--- config.mk ---
export PLATFORM = sky130hd
export DESIGN_NAME = trigger_conditioner_flat
export DESIGN_NICKNAME = d
export VERILOG_FILES = /design/src/rtl/trigger_conditioner_if.sv /design/src/rtl/trigger_conditioner.sv /design/src/flat_wrapper.sv
export SDC_FILE = /design/constraint.sdc
export NUM_CORES = 1
export LEC_CHECK = 0
export CORE_ASPECT_RATIO = 1.1
export CORE_UTILIZATION = 51
export DETAILED_ROUTE_END_ITERATION = 16
export PLACE_DENSITY = 0.76
export SLEW_MARGIN = 20
export SYNTH_ARGS = -nofsm -noshare
export SYNTH_HDL_FRONTEND = slang
export SYNTH_SLANG_ARGS = --single-unit
--- constraint.sdc ---
create_clock -name clk -period 2.5 [get_ports clk]
set_input_delay 0.5 -clock clk [delete_from_list [all_inputs] [get_ports clk]]
set_output_delay 0.5 -clock clk [all_outputs]
set_load 0.01 [all_outputs]
--- src/rtl/trigger_conditioner_if.sv ---
// -----------------------------------------------------------------------------
// trigger_conditioner_if
// Groups the trigger sources, configuration, control requests and status
// outputs of trigger_conditioner into one bundle. Clock and reset are not
// part of the bundle.
//   master : drives sources/config/requests, observes status (controller side)
//   slave  : the conditioner itself
// Signals:
//   I_trig_src    raw, already synchronised trigger sources
//   I_src_mask    1 = source participates in the combine
//   I_combine_and 0 = OR of enabled sources, 1 = AND of enabled sources
//   I_oneshot     1 = disarm after one pulse, 0 = re-arm automatically
//   I_delay       cycles from detected edge to pulse start
//   I_width       pulse length in cycles (0 behaves as 1)
//   I_arm         single-cycle arm request
//   I_abort       single-cycle abort request
//   O_trig_out    conditioned trigger pulse
//   O_armed       waiting for an edge
//   O_busy        delaying or pulsing
//   O_fire_count  pulses issued since last arm, saturating
//   O_missed      sticky: edge arrived while busy
//   O_heartbeat   heartbeat counter MSB
// -----------------------------------------------------------------------------
interface trigger_conditioner_if #(
    parameter int pNUM_SRC     = 4,
    parameter int pDELAY_WIDTH = 16,
    parameter int pPULSE_WIDTH = 16,
    parameter int pCOUNT_WIDTH = 16
);
    logic [pNUM_SRC-1:0]     I_trig_src;
    logic [pNUM_SRC-1:0]     I_src_mask;
    logic                    I_combine_and;
    logic                    I_oneshot;
    logic [pDELAY_WIDTH-1:0] I_delay;
    logic [pPULSE_WIDTH-1:0] I_width;
    logic                    I_arm;
    logic                    I_abort;
    logic                    O_trig_out;
    logic                    O_armed;
    logic                    O_busy;
    logic [pCOUNT_WIDTH-1:0] O_fire_count;
    logic                    O_missed;
    logic                    O_heartbeat;

    modport master (
        output I_trig_src, I_src_mask, I_combine_and, I_oneshot,
               I_delay, I_width, I_arm, I_abort,
        input  O_trig_out, O_armed, O_busy, O_fire_count, O_missed, O_heartbeat
    );

    modport slave (
        input  I_trig_src, I_src_mask, I_combine_and, I_oneshot,
               I_delay, I_width, I_arm, I_abort,
        output O_trig_out, O_armed, O_busy, O_fire_count, O_missed, O_heartbeat
    );
endinterface

--- src/rtl/trigger_conditioner.sv ---
// -----------------------------------------------------------------------------
// trigger_conditioner
// Combines masked trigger sources (OR or AND), detects the rising edge of the
// combined level and, when armed, emits a delayed pulse of programmable width.
// Supports one-shot / continuous re-arm, abort, a saturating fire counter, a
// sticky missed-edge flag and a heartbeat that freezes while the pulse is out.
// Ports:
//   clk     single clock, all bundle inputs synchronous to it
//   resetn  asynchronous active-low reset
//   tc      trigger_conditioner_if slave (sources, config, requests, status)
// The interface instance must use the same width parameters as this module.
// -----------------------------------------------------------------------------
module trigger_conditioner #(
    parameter int pNUM_SRC        = 4,
    parameter int pDELAY_WIDTH    = 16,
    parameter int pPULSE_WIDTH    = 16,
    parameter int pCOUNT_WIDTH    = 16,
    parameter int pHEARTBEAT_BITS = 23
) (
    input  logic                 clk,
    input  logic                 resetn,
    trigger_conditioner_if.slave tc
);

    typedef enum logic [1:0] {IDLE, ARMED, DELAY, PULSE} state_t;

    state_t                     state;
    state_t                     state_nxt;
    logic                       comb;
    logic                       comb_q;
    logic                       edge_det;
    logic [pDELAY_WIDTH-1:0]    delay_cnt;
    logic [pPULSE_WIDTH-1:0]    width_cnt;
    logic [pPULSE_WIDTH-1:0]    width_eff;
    logic [pCOUNT_WIDTH-1:0]    fire_count;
    logic                       missed;
    logic [pHEARTBEAT_BITS-1:0] hb_cnt;
    logic                       pulse_last;
    logic                       trig_out;
    logic                       armed;
    logic                       busy;

    // An all-zero mask never fires, in either combine mode.
    function automatic logic combine_src(input logic [pNUM_SRC-1:0] src,
                                         input logic [pNUM_SRC-1:0] mask,
                                         input logic                and_mode);
        if (mask == '0)
            return 1'b0;
        if (and_mode)
            return &(src | ~mask);
        return |(src & mask);
    endfunction

    function automatic logic [pCOUNT_WIDTH-1:0] sat_inc(input logic [pCOUNT_WIDTH-1:0] v);
        return (&v) ? v : v + 1'b1;
    endfunction

    assign comb       = combine_src(tc.I_trig_src, tc.I_src_mask, tc.I_combine_and);
    assign edge_det   = comb & ~comb_q;
    assign width_eff  = (tc.I_width == '0) ? {{(pPULSE_WIDTH-1){1'b0}}, 1'b1} : tc.I_width;
    assign pulse_last = (state == PULSE) && (width_cnt == {{(pPULSE_WIDTH-1){1'b0}}, 1'b1});

    // State register
    always_ff @(posedge clk or negedge resetn) begin
        if (!resetn)
            state <= IDLE;
        else
            state <= state_nxt;
    end

    // Next-state logic; abort overrides every other request
    always_comb begin
        state_nxt = state;
        if (tc.I_abort) begin
            state_nxt = IDLE;
        end else begin
            case (state)
                IDLE:    if (tc.I_arm) state_nxt = ARMED;
                ARMED:   if (edge_det) state_nxt = (tc.I_delay == '0) ? PULSE : DELAY;
                DELAY:   if (delay_cnt == {{(pDELAY_WIDTH-1){1'b0}}, 1'b1}) state_nxt = PULSE;
                PULSE:   if (pulse_last) state_nxt = tc.I_oneshot ? IDLE : ARMED;
                default: state_nxt = IDLE;
            endcase
        end
    end

    // Outputs decoded from the registered state, so they are glitch-free
    always_comb begin
        trig_out = (state == PULSE);
        armed    = (state == ARMED);
        busy     = (state == DELAY) || (state == PULSE);
    end

    // Edge history, delay/width counters, fire counter, missed flag, heartbeat
    always_ff @(posedge clk or negedge resetn) begin
        if (!resetn) begin
            comb_q     <= 1'b0;
            delay_cnt  <= '0;
            width_cnt  <= '0;
            fire_count <= '0;
            missed     <= 1'b0;
            hb_cnt     <= '0;
        end else begin
            comb_q <= comb;
            if (!trig_out)
                hb_cnt <= hb_cnt + 1'b1;
            if (!tc.I_abort) begin
                case (state)
                    IDLE: begin
                        if (tc.I_arm) begin
                            fire_count <= '0;
                            missed     <= 1'b0;
                        end
                    end
                    ARMED: begin
                        // Delay and width are captured only here; later changes
                        // on the config inputs do not affect this pulse.
                        if (edge_det) begin
                            delay_cnt <= tc.I_delay;
                            width_cnt <= width_eff;
                        end
                    end
                    DELAY: begin
                        delay_cnt <= delay_cnt - 1'b1;
                        if (edge_det)
                            missed <= 1'b1;
                    end
                    PULSE: begin
                        width_cnt <= width_cnt - 1'b1;
                        if (edge_det)
                            missed <= 1'b1;
                        if (pulse_last)
                            fire_count <= sat_inc(fire_count);
                    end
                    default: ;
                endcase
            end
        end
    end

    assign tc.O_trig_out   = trig_out;
    assign tc.O_armed      = armed;
    assign tc.O_busy       = busy;
    assign tc.O_fire_count = fire_count;
    assign tc.O_missed     = missed;
    assign tc.O_heartbeat  = hb_cnt[pHEARTBEAT_BITS-1];

endmodule

--- src/flat_wrapper.sv ---
// flat-port wrapper written by rule: the top's interface ports become plain ports
module trigger_conditioner_flat 
#(
    parameter int pNUM_SRC        = 4,
    parameter int pDELAY_WIDTH    = 16,
    parameter int pPULSE_WIDTH    = 16,
    parameter int pCOUNT_WIDTH    = 16,
    parameter int pHEARTBEAT_BITS = 23
)
  (clk, resetn, tc_I_trig_src, tc_I_src_mask, tc_I_combine_and, tc_I_oneshot, tc_I_delay, tc_I_width, tc_I_arm, tc_I_abort, tc_O_trig_out, tc_O_armed, tc_O_busy, tc_O_fire_count, tc_O_missed, tc_O_heartbeat);
  trigger_conditioner_if #(.pNUM_SRC(pNUM_SRC), .pDELAY_WIDTH(pDELAY_WIDTH), .pPULSE_WIDTH(pPULSE_WIDTH), .pCOUNT_WIDTH(pCOUNT_WIDTH)) tc_i ();
  input  logic clk;
  input  logic resetn;
  input wire logic [$bits(tc_i.I_trig_src)-1:0] tc_I_trig_src;
  input wire logic [$bits(tc_i.I_src_mask)-1:0] tc_I_src_mask;
  input wire logic [$bits(tc_i.I_combine_and)-1:0] tc_I_combine_and;
  input wire logic [$bits(tc_i.I_oneshot)-1:0] tc_I_oneshot;
  input wire logic [$bits(tc_i.I_delay)-1:0] tc_I_delay;
  input wire logic [$bits(tc_i.I_width)-1:0] tc_I_width;
  input wire logic [$bits(tc_i.I_arm)-1:0] tc_I_arm;
  input wire logic [$bits(tc_i.I_abort)-1:0] tc_I_abort;
  output wire logic [$bits(tc_i.O_trig_out)-1:0] tc_O_trig_out;
  output wire logic [$bits(tc_i.O_armed)-1:0] tc_O_armed;
  output wire logic [$bits(tc_i.O_busy)-1:0] tc_O_busy;
  output wire logic [$bits(tc_i.O_fire_count)-1:0] tc_O_fire_count;
  output wire logic [$bits(tc_i.O_missed)-1:0] tc_O_missed;
  output wire logic [$bits(tc_i.O_heartbeat)-1:0] tc_O_heartbeat;
  assign tc_i.I_trig_src = tc_I_trig_src;
  assign tc_i.I_src_mask = tc_I_src_mask;
  assign tc_i.I_combine_and = tc_I_combine_and;
  assign tc_i.I_oneshot = tc_I_oneshot;
  assign tc_i.I_delay = tc_I_delay;
  assign tc_i.I_width = tc_I_width;
  assign tc_i.I_arm = tc_I_arm;
  assign tc_i.I_abort = tc_I_abort;
  assign tc_O_trig_out = tc_i.O_trig_out;
  assign tc_O_armed = tc_i.O_armed;
  assign tc_O_busy = tc_i.O_busy;
  assign tc_O_fire_count = tc_i.O_fire_count;
  assign tc_O_missed = tc_i.O_missed;
  assign tc_O_heartbeat = tc_i.O_heartbeat;
  trigger_conditioner #(.pNUM_SRC(pNUM_SRC), .pDELAY_WIDTH(pDELAY_WIDTH), .pPULSE_WIDTH(pPULSE_WIDTH), .pCOUNT_WIDTH(pCOUNT_WIDTH), .pHEARTBEAT_BITS(pHEARTBEAT_BITS)) u_core (.clk(clk), .resetn(resetn), .tc(tc_i));
endmodule
[Word-level counts from Yosys, hierarchy flattened]
Cells that the tools add are included.
Word-level totals
  register bits: 75
  latch bits: 0
  bits in writable memories: 0
  bits in read-only memories: 0
  logic and storage cells: 77
  memories kept: 0
Cells by class
  add/subtract/negate cells: 4
  $mul: 0
  divide/modulo/power cells: 0
  $lt $le $gt $ge: 0
  eq/ne operators: 14
  shift-type cells: 0
  muxes and demuxes: 27
  bitwise operators: 6
  reduce and logical (&&, ||, !) cells: 19
Operators with widths (number)
  $mux W16: 6
  $pmux W16 S2: 3
  $eq A16 B1 Y1 const B: 2
  $logic_not A16 Y1: 2
  $sub A16 B1 Y16 const B: 2
  $add A23 B1 Y23 const B: 1
  $add A16 B1 Y16 const B: 1
  $reduce_and A16 Y1: 1
  $reduce_and A4 Y1: 3
  $mux W1: 11
  $mux W2: 5
  $ne A3 B2 Y1 const B: 3
  $pmux W2 S4: 1
  $reduce_bool A2 Y1: 4
  $ne A2 B1 Y1 const B: 3
  $reduce_and A3 Y1: 2
  $reduce_and A5 Y1: 1
  $and A4 B4 Y4: 1
  $eq A2 B2 Y1 const B: 2
  $logic_not A4 Y1: 1
  $ne A2 B2 Y1 const B: 2
  $not A4 Y4: 1
  $or A4 B4 Y4: 1
  $reduce_or A4 Y1: 1
  other kinds (9): 10

[Depth between registers and ports, before layout]
Gate-level depths: netlist (run 1).
  depth in word-level cells: 10
  depth in mapped cells: 8
  gate-level depth less buffers: 7

[Worst setup path before layout (run 1)]
No wires, ideal clock.
  kind: register to register
  start point: register u_core.state[1]
  end point: register u_core.width_cnt[5]
  arrival: 2.002 ns
  required time: 2.357 ns
  slack: 0.355 ns
  cell stages (with the launch flop): 9
  clock period less this slack: 2.145 ns
  path through: dfrtp_1 > inv_1 > ha_1 > inv_2 > a2111oi_4 > nand2_1 > clkbuf_1 > o32ai_1 > a221oi_1
On the way
  longest elaborated chain between the ends: 3
  elaborated cells between the ends (all ways): 6
  those cells by class: eq/ne: 3; mux: 1; reduce/logical: 2
Ends and longest elaborated chain
  start: declaration: line trigger_conditioner.sv:27  | state_t state;
  start signal: assignment: line trigger_conditioner.sv:68  | state <= state_nxt;
  $eq A2 B1 Y1 (*)
  named net tc_O_armed: line flat_wrapper.sv:23  | output wire logic [$bits(tc_i.O_armed)-1:0] tc_O_armed;
  $ne A2 B1 Y1 (no source line) / $reduce_bool A2 Y1 (equally long branches)
  $reduce_and A3 Y1 (no source line)
  end signal: assignment: line trigger_conditioner.sv:120  | width_cnt <= width_eff;
  end signal: assignment: line trigger_conditioner.sv:129  | width_cnt <= width_cnt - 1'b1;
  end: declaration: line trigger_conditioner.sv:33  | logic [pPULSE_WIDTH-1:0] width_cnt;
The timed path passes the listed nets; every way through them passes the cells marked *.
A chain may end at the register's enable or synchronous reset.

[Worst setup path after layout (run 1)]
  start point: register u_core.state[0]
  end point: output tc_O_busy
On the way
  longest elaborated chain between the ends: 2
  elaborated cells between the ends (all ways): 3
  those cells by class: eq/ne: 2; reduce/logical: 1
Ends and longest elaborated chain
  $eq A2 B2 Y1: line trigger_conditioner.sv:91  | busy = (state == DELAY) || (state == PULSE);
  $logic_or A1 B1 Y1 (*): line trigger_conditioner.sv:91
  end: declaration: line flat_wrapper.sv:24  | output wire logic [$bits(tc_i.O_busy)-1:0] tc_O_busy;
Every way passes the cells marked *; elsewhere a longest branch is shown, timed or not.

==> results.yml, run 1 <==
sta:
  slew_violations: 0
  final_hold_viol_count: 0
  max_freq_ghz: 0.414
  min_period_over_period: 0.967
  relSlewSlack: 0.663
  skew_ps: 7.90
  tightestPinTransition_ps: 506
  finalSetupViolCount: 0
  min_period_ps: 2420
  tns_ps: 0
  rsz0062_at_grt: "no"
clocking:
  numCtsBuffers: 9
  ctsResizeCount: 3
  clock_sinks: 75
  post-cts-setup-buffers: 0
  cts.path.max_buffers: 2
  clockRootBuffer: "clkbuf_8"
  hold_buffers: 0
  cts_tree: "yes"
  clkTransAtPathRegs_ps: 80
  cts_max_level: 3
  clock_latency_ps: 350
drt:
  drcViolationCount: 0
  firstDrtPassIters: 5
  wl_um: 13700
  met3_length_um: 556
  ant_nets: 0
  via_per_inst: 6.39
  dr.max_layer_used: "met4"
  wl_met2_um: 7100
  num_vias: 4777
  wl_met1_um: 5690
  detail_route.wl_per_cell_um: 18.3
  drt_iter0_drc: 339
floorplanning:
  core_area_um2: 9350
  die_h_um: 105
  io_pins: 67
  rows: 37
  initial_utilization: 0.527
  die_w_um: 95.8
  dieArea_um2: 10100
finish:
  area_growth_pct: 22.3
  drive_gt1_frac: 0.111
  fin_nets: 681
  layout_commonest_cell: "dfrtp_1"
  fillCellCount: 786
  final_design_area_no_fill_um2: 6030
  n_antenna_cell: 0
  final_cells: 747
  final_cell_mix: "75 x dfrtp_1, 65 x clkdlybuf4s50_1, 38 x nor2_1, 38 x nand3_1, 36 x nand2_1"
synth:
  ys_top_cells_by_area: "dfrtp_1 38%, nand3_1 3.9%, nor3_1 3.1%"
  synth.distinct_cells: 73
  yosys_warnings: 0
  synthArstFlopShare: 1.00
  synth-seq-cells: 75
  avgSynthCellArea_um2: 8.97
  ys_seq_area_frac: 0.381
  syn_area_um2: 4930
  synth_fp_nets: 606
  yosysTopAreaCell: "dfrtp_1"
  syn-instance-count: 550
  synthFlopType: "dfrtp_1"
  synth-edff-count: 0
  yosysTopAreaCellShare: 0.381
global_route:
  grt-ovfl-total: 0
  antenna_found_initial: 0
  grt_pass1_wl_um: 22600
  grt_max_degree: 44
  grt_pass1_vias: 4671
  grtUsageTotal: 0.288
place:
  gp_congestion: 0.928
  portBuffers: 66
  dp_hpwl_um: 9880
  dpl-instance-area_um2: 5830
  placed_cells: 731
critical_path:
  required_ps: 2000
  critPathLaunchType: "register"
  worst_setup_path_end_kind: "output port"
  slowest_delay_ps: 540
  path_class: "register to output port"
  worst_path_max_delay_cell: "clkdlybuf4s50_1"
  critPathArrivalTime_ps: 1920
  rr_worst_depth: 6
  crit_chain: "ha_4, clkinv_2, nand2_1, clkdlybuf4s50_1"
  critical_path.max_fanout: 10
pwr:
  ir_drop_uv: 545
  power_density_nw_per_um2: 867
  power_w: 0.00523
  leakage_nw: 2.44
worst_hold_path:
  hp-class: "primary input to asynchronous set/reset pin"
run:
  cap_violations: 0
outcome:
  status: "finished, final reports clean"
==> path summary, 6_finish.rpt <==
kind	from	end	slack, ps
max	u_core.state[0]	tc_O_busy	80
min	resetn	u_core.tc.O_fire_count[9]	100
max reg2reg	u_core.delay_cnt[0]	u_core.delay_cnt[10]	230
min reg2reg	u_core.hb_cnt[19]	u_core.hb_cnt[19]	480
max in group asynchronous	resetn	u_core.width_cnt[1]	1810
min in group clk	u_core.hb_cnt[19]	u_core.hb_cnt[19]	480
==> where the power goes <==
part | switching [W] | internal [W] | total [W]
Combinational | 0.00131 | 0.00101 | 0.00232
Clock | 0.000443 | 0.000490 | 0.000933
Sequential | 0.000443 | 0.00154 | 0.00198
Total | 0.00219 | 0.00303 | 0.00523
==> routing by layer <==
layer | up-vias | global-route usage
met5 | - | 0
met1 | 2337 | 0.362
met4 | 0 | 0.131
met2 | 174 | 0.486
li1 | 2230 | -
met3 | 36 | 0.0320
==> Yosys cell counts (9+ instances only) <==
library cell	n
a21oi_1	14
nand2_1	36
nor3_1	31
and3_1	9
clkbuf_1	15
buf_2	9
inv_1	32
nand4_1	12
o32ai_1	12
nor2_1	38
o41ai_1	16
a221oi_1	16
ha_1	10
nand3_1	38
xnor2_1	12
nor4_1	15
xor2_1	10
dfrtp_1	75
o31ai_1	20
o21ai_0	10
==> sequential cells by signal, summed over array words and instances (netlist names) <==
signal                  count
u_core.hb_cnt              23
u_core.delay_cnt           16
u_core.tc.O_fire_count     16
u_core.width_cnt           16
u_core.state                2
u_core.comb_q               1
u_core.tc.O_missed          1
==> worst max-delay path, delay by kind of cell (launching register included) <==
family / cells / cell delay, ps
AND/OR/NAND/NOR: 1 / 120
buffers and inverters: 2 / 700
flip-flops: 1 / 490
adder cells (fa/ha/maj): 1 / 270
==> logic make-up after synthesis <==
group,after synthesis,share of synthesized area
compound gates,137,0.223
xor+xnor,22,0.0391
fa+ha+maj,10,0.0254
buf+inv,64,0.0540
flops,75,0.381
mux,5,0.0109
simple gates,237,0.267
==> layout make-up <==
| type | instances | area, µm² | share of cell area |
|---|---|---|---|
| multi-input cells | 411 | 2800 | 0.464 |
| flip-flops and latches | 75 | 1880 | 0.311 |
| repair buffers | 93 | 886 | 0.147 |
| clock buffers | 14 | 153 | 0.0253 |
| well taps | 117 | 146 | 0.0243 |
| inverters | 35 | 133 | 0.0220 |
| clock inverters | 2 | 35.0 | 0.00581 |
==> metrics by stage <==
step / setup slack (ps) / utilization / hold WS [ps]
after global routing: 9.34 / 0.645 / 122
after global placement: -43.1 / 0.623 / 454
after floorplan: 355 / - / 204
after detailed placement: -113 / 0.623 / 459
final: 82.0 / 0.645 / 100
after CTS: 74.3 / 0.645 / 100
Note: power is estimated with default switching activity, not from simulation.
==> run 2, diff against run 1 <==
- REMOVE_ABC_BUFFERS: not set -> 1
==> results.yml, run 2 (synthesis gave the netlist of run 1 again) <==
clocking:
  cts_tree: "yes"
  post-cts-setup-buffers: 0
  clock_latency_ps: 360
  hold_buffers: 0
  cts_max_level: 3
  ctsResizeCount: 0
  clkTransAtPathRegs_ps: 80
  cts.path.max_buffers: 2
  clockRootBuffer: "clkbuf_8"
  clock_sinks: 75
  numCtsBuffers: 9
floorplanning:
  die_w_um: 95.8
  die_h_um: 105
  dieArea_um2: 10100
  core_area_um2: 9350
  initial_utilization: 0.527
  rows: 37
  io_pins: 67
global_route:
  grtUsageMet3: 0.0357
  grt_util_met2: 0.463
  grt_busiest_layer: "met2"
  grt_pass1_wl_um: 22200
  grt-ovfl-total: 0
  grt_max_degree: 41
  grtUsageTotal: 0.282
  antenna_found_initial: 0
  met1_usage: 0.367
  grt_pass1_vias: 4619
finish:
  regMostFlops: "u_core.hb_cnt"
  fin_util: 0.649
  area_growth_pct: 23.1
  largest_register_ffs: 23
  final_cell_mix: "75 x dfrtp_1, 65 x clkdlybuf4s50_1, 38 x nor2_1, 38 x nand3_1, 36 x nand2_1"
  n_antenna_cell: 0
  final_cells: 753
  layout_commonest_cell: "dfrtp_1"
  fin_nets: 687
  drive_gt1_frac: 0.123
run:
  cap_violations: 0
critical_path:
  path_class: "register to output port"
  rr_worst_depth: 6
  worst_path_max_delay_cell: "clkdlybuf4s50_1"
  rr_startpoint: "u_core.width_cnt[4]"
  critPathLaunchType: "register"
  slowest_delay_ps: 550
  required_ps: 2000
  crit_chain: "ha_2, clkinv_1, nand2_1, clkdlybuf4s50_1"
  r2r-end: "u_core.tc.O_fire_count[7]"
  critPathArrivalTime_ps: 1910
  reg2reg_slack_ps: 130
  critical_path.max_fanout: 7
  worst_setup_path_end_kind: "output port"
sta:
  rsz0062_at_grt: "no"
  slew_violations: 0
  tightestPinTransition_ps: 524
  min_period_ps: 2410
  tns_ps: 0
  holdWs_ps: 108
  max_freq_ghz: 0.416
  final_hold_viol_count: 0
  setup_slack_ps: 94.3
  finalSetupViolCount: 0
  relSlewSlack: 0.648
  skew_ps: 7.77
  min_period_over_period: 0.962
place:
  pre_cts_ws_ps: -136
  placed_cells: 737
  dp_hpwl_um: 9780
  gp_congestion: 0.871
  portBuffers: 66
pwr:
  ir_drop_uv: 607
  power_density_nw_per_um2: 871
  leakage_nw: 2.46
drt:
  wl_um: 13500
  ant_nets: 0
  num_vias: 4799
  drcViolationCount: 0
  drt_iter0_drc: 353
  firstDrtPassIters: 6
  via_per_inst: 6.37
  detail_route.wl_per_cell_um: 17.9
outcome:
  status: "finished, final reports clean"
worst_hold_path:
  hp-class: "primary input to asynchronous set/reset pin"
run 2: cell count changes in the layout (fill, tap and decap cells not counted):
cell,delta
clkinv_1,+1
buf_12,-1
ha_4,-1
clkbuf_1,-4
ha_2,+1
clkinv_4,+1
clkinvlp_4,+2
buf_4,+7
inv_6,+2
inv_1,+1
clkinv_2,-2
inv_2,-1
run 2: cell type report:
| type | count | area (µm²) |
|---|---|---|
| inverter | 35 | 131 |
| multi-input combinational | 411 | 2790 |
| tap | 117 | 146 |
| clock inverter | 6 | 71.3 |
| sequential | 75 | 1880 |
| fill | 781 | 3280 |
| timing repair buffer | 99 | 918 |
| clock buffer | 10 | 138 |
run 2: where the power goes:
| part | switching (W) | internal (W) |
|---|---|---|
| sequential | 0.000433 | 0.00154 |
| combinational | 0.00131 | 0.00102 |
| clock | 0.000499 | 0.000497 |
run 2: worst max path at each step:
| stage | cells after the start | to | startpoint |
|---|---|---|---|
| floorplan | 6 | u_core.width_cnt[0] | u_core.state[0] |
| global placement | 8 | u_core.width_cnt[0] | tc_I_src_mask[3] |
| detailed placement | 7 | u_core.width_cnt[6] | tc_I_src_mask[3] |
| finish | 4 | tc_O_busy | u_core.state[0] |
| CTS | 4 | tc_O_busy | u_core.state[0] |
| global route | 4 | tc_O_busy | u_core.state[0] |
run 2: metal layers:
layer | share of wire | up-vias
met5 | 0 | -
met2 | 0.49 | 207
met4 | 0.031 | 0
li1 | - | 2246
met1 | 0.42 | 2312
met3 | 0.059 | 34
run 2: worst max-delay path: cells and delay by family (launching register included):
kind / cells / cell delay (ps)
adder cells (fa/ha/maj): 1 / 280
flip-flops: 1 / 440
AND/OR/NAND/NOR: 1 / 140
buffers and inverters: 2 / 690
run 2: metrics by stage:
step           power [W]  area (µm²)
2_1_floorplan    0.00343        4800
3_3_place_gp     0.00417        5860
3_5_place_dp     0.00427        5860
4_1_cts          0.00527        6070
5_1_grt          0.00563        6070
6_report         0.00529        6070
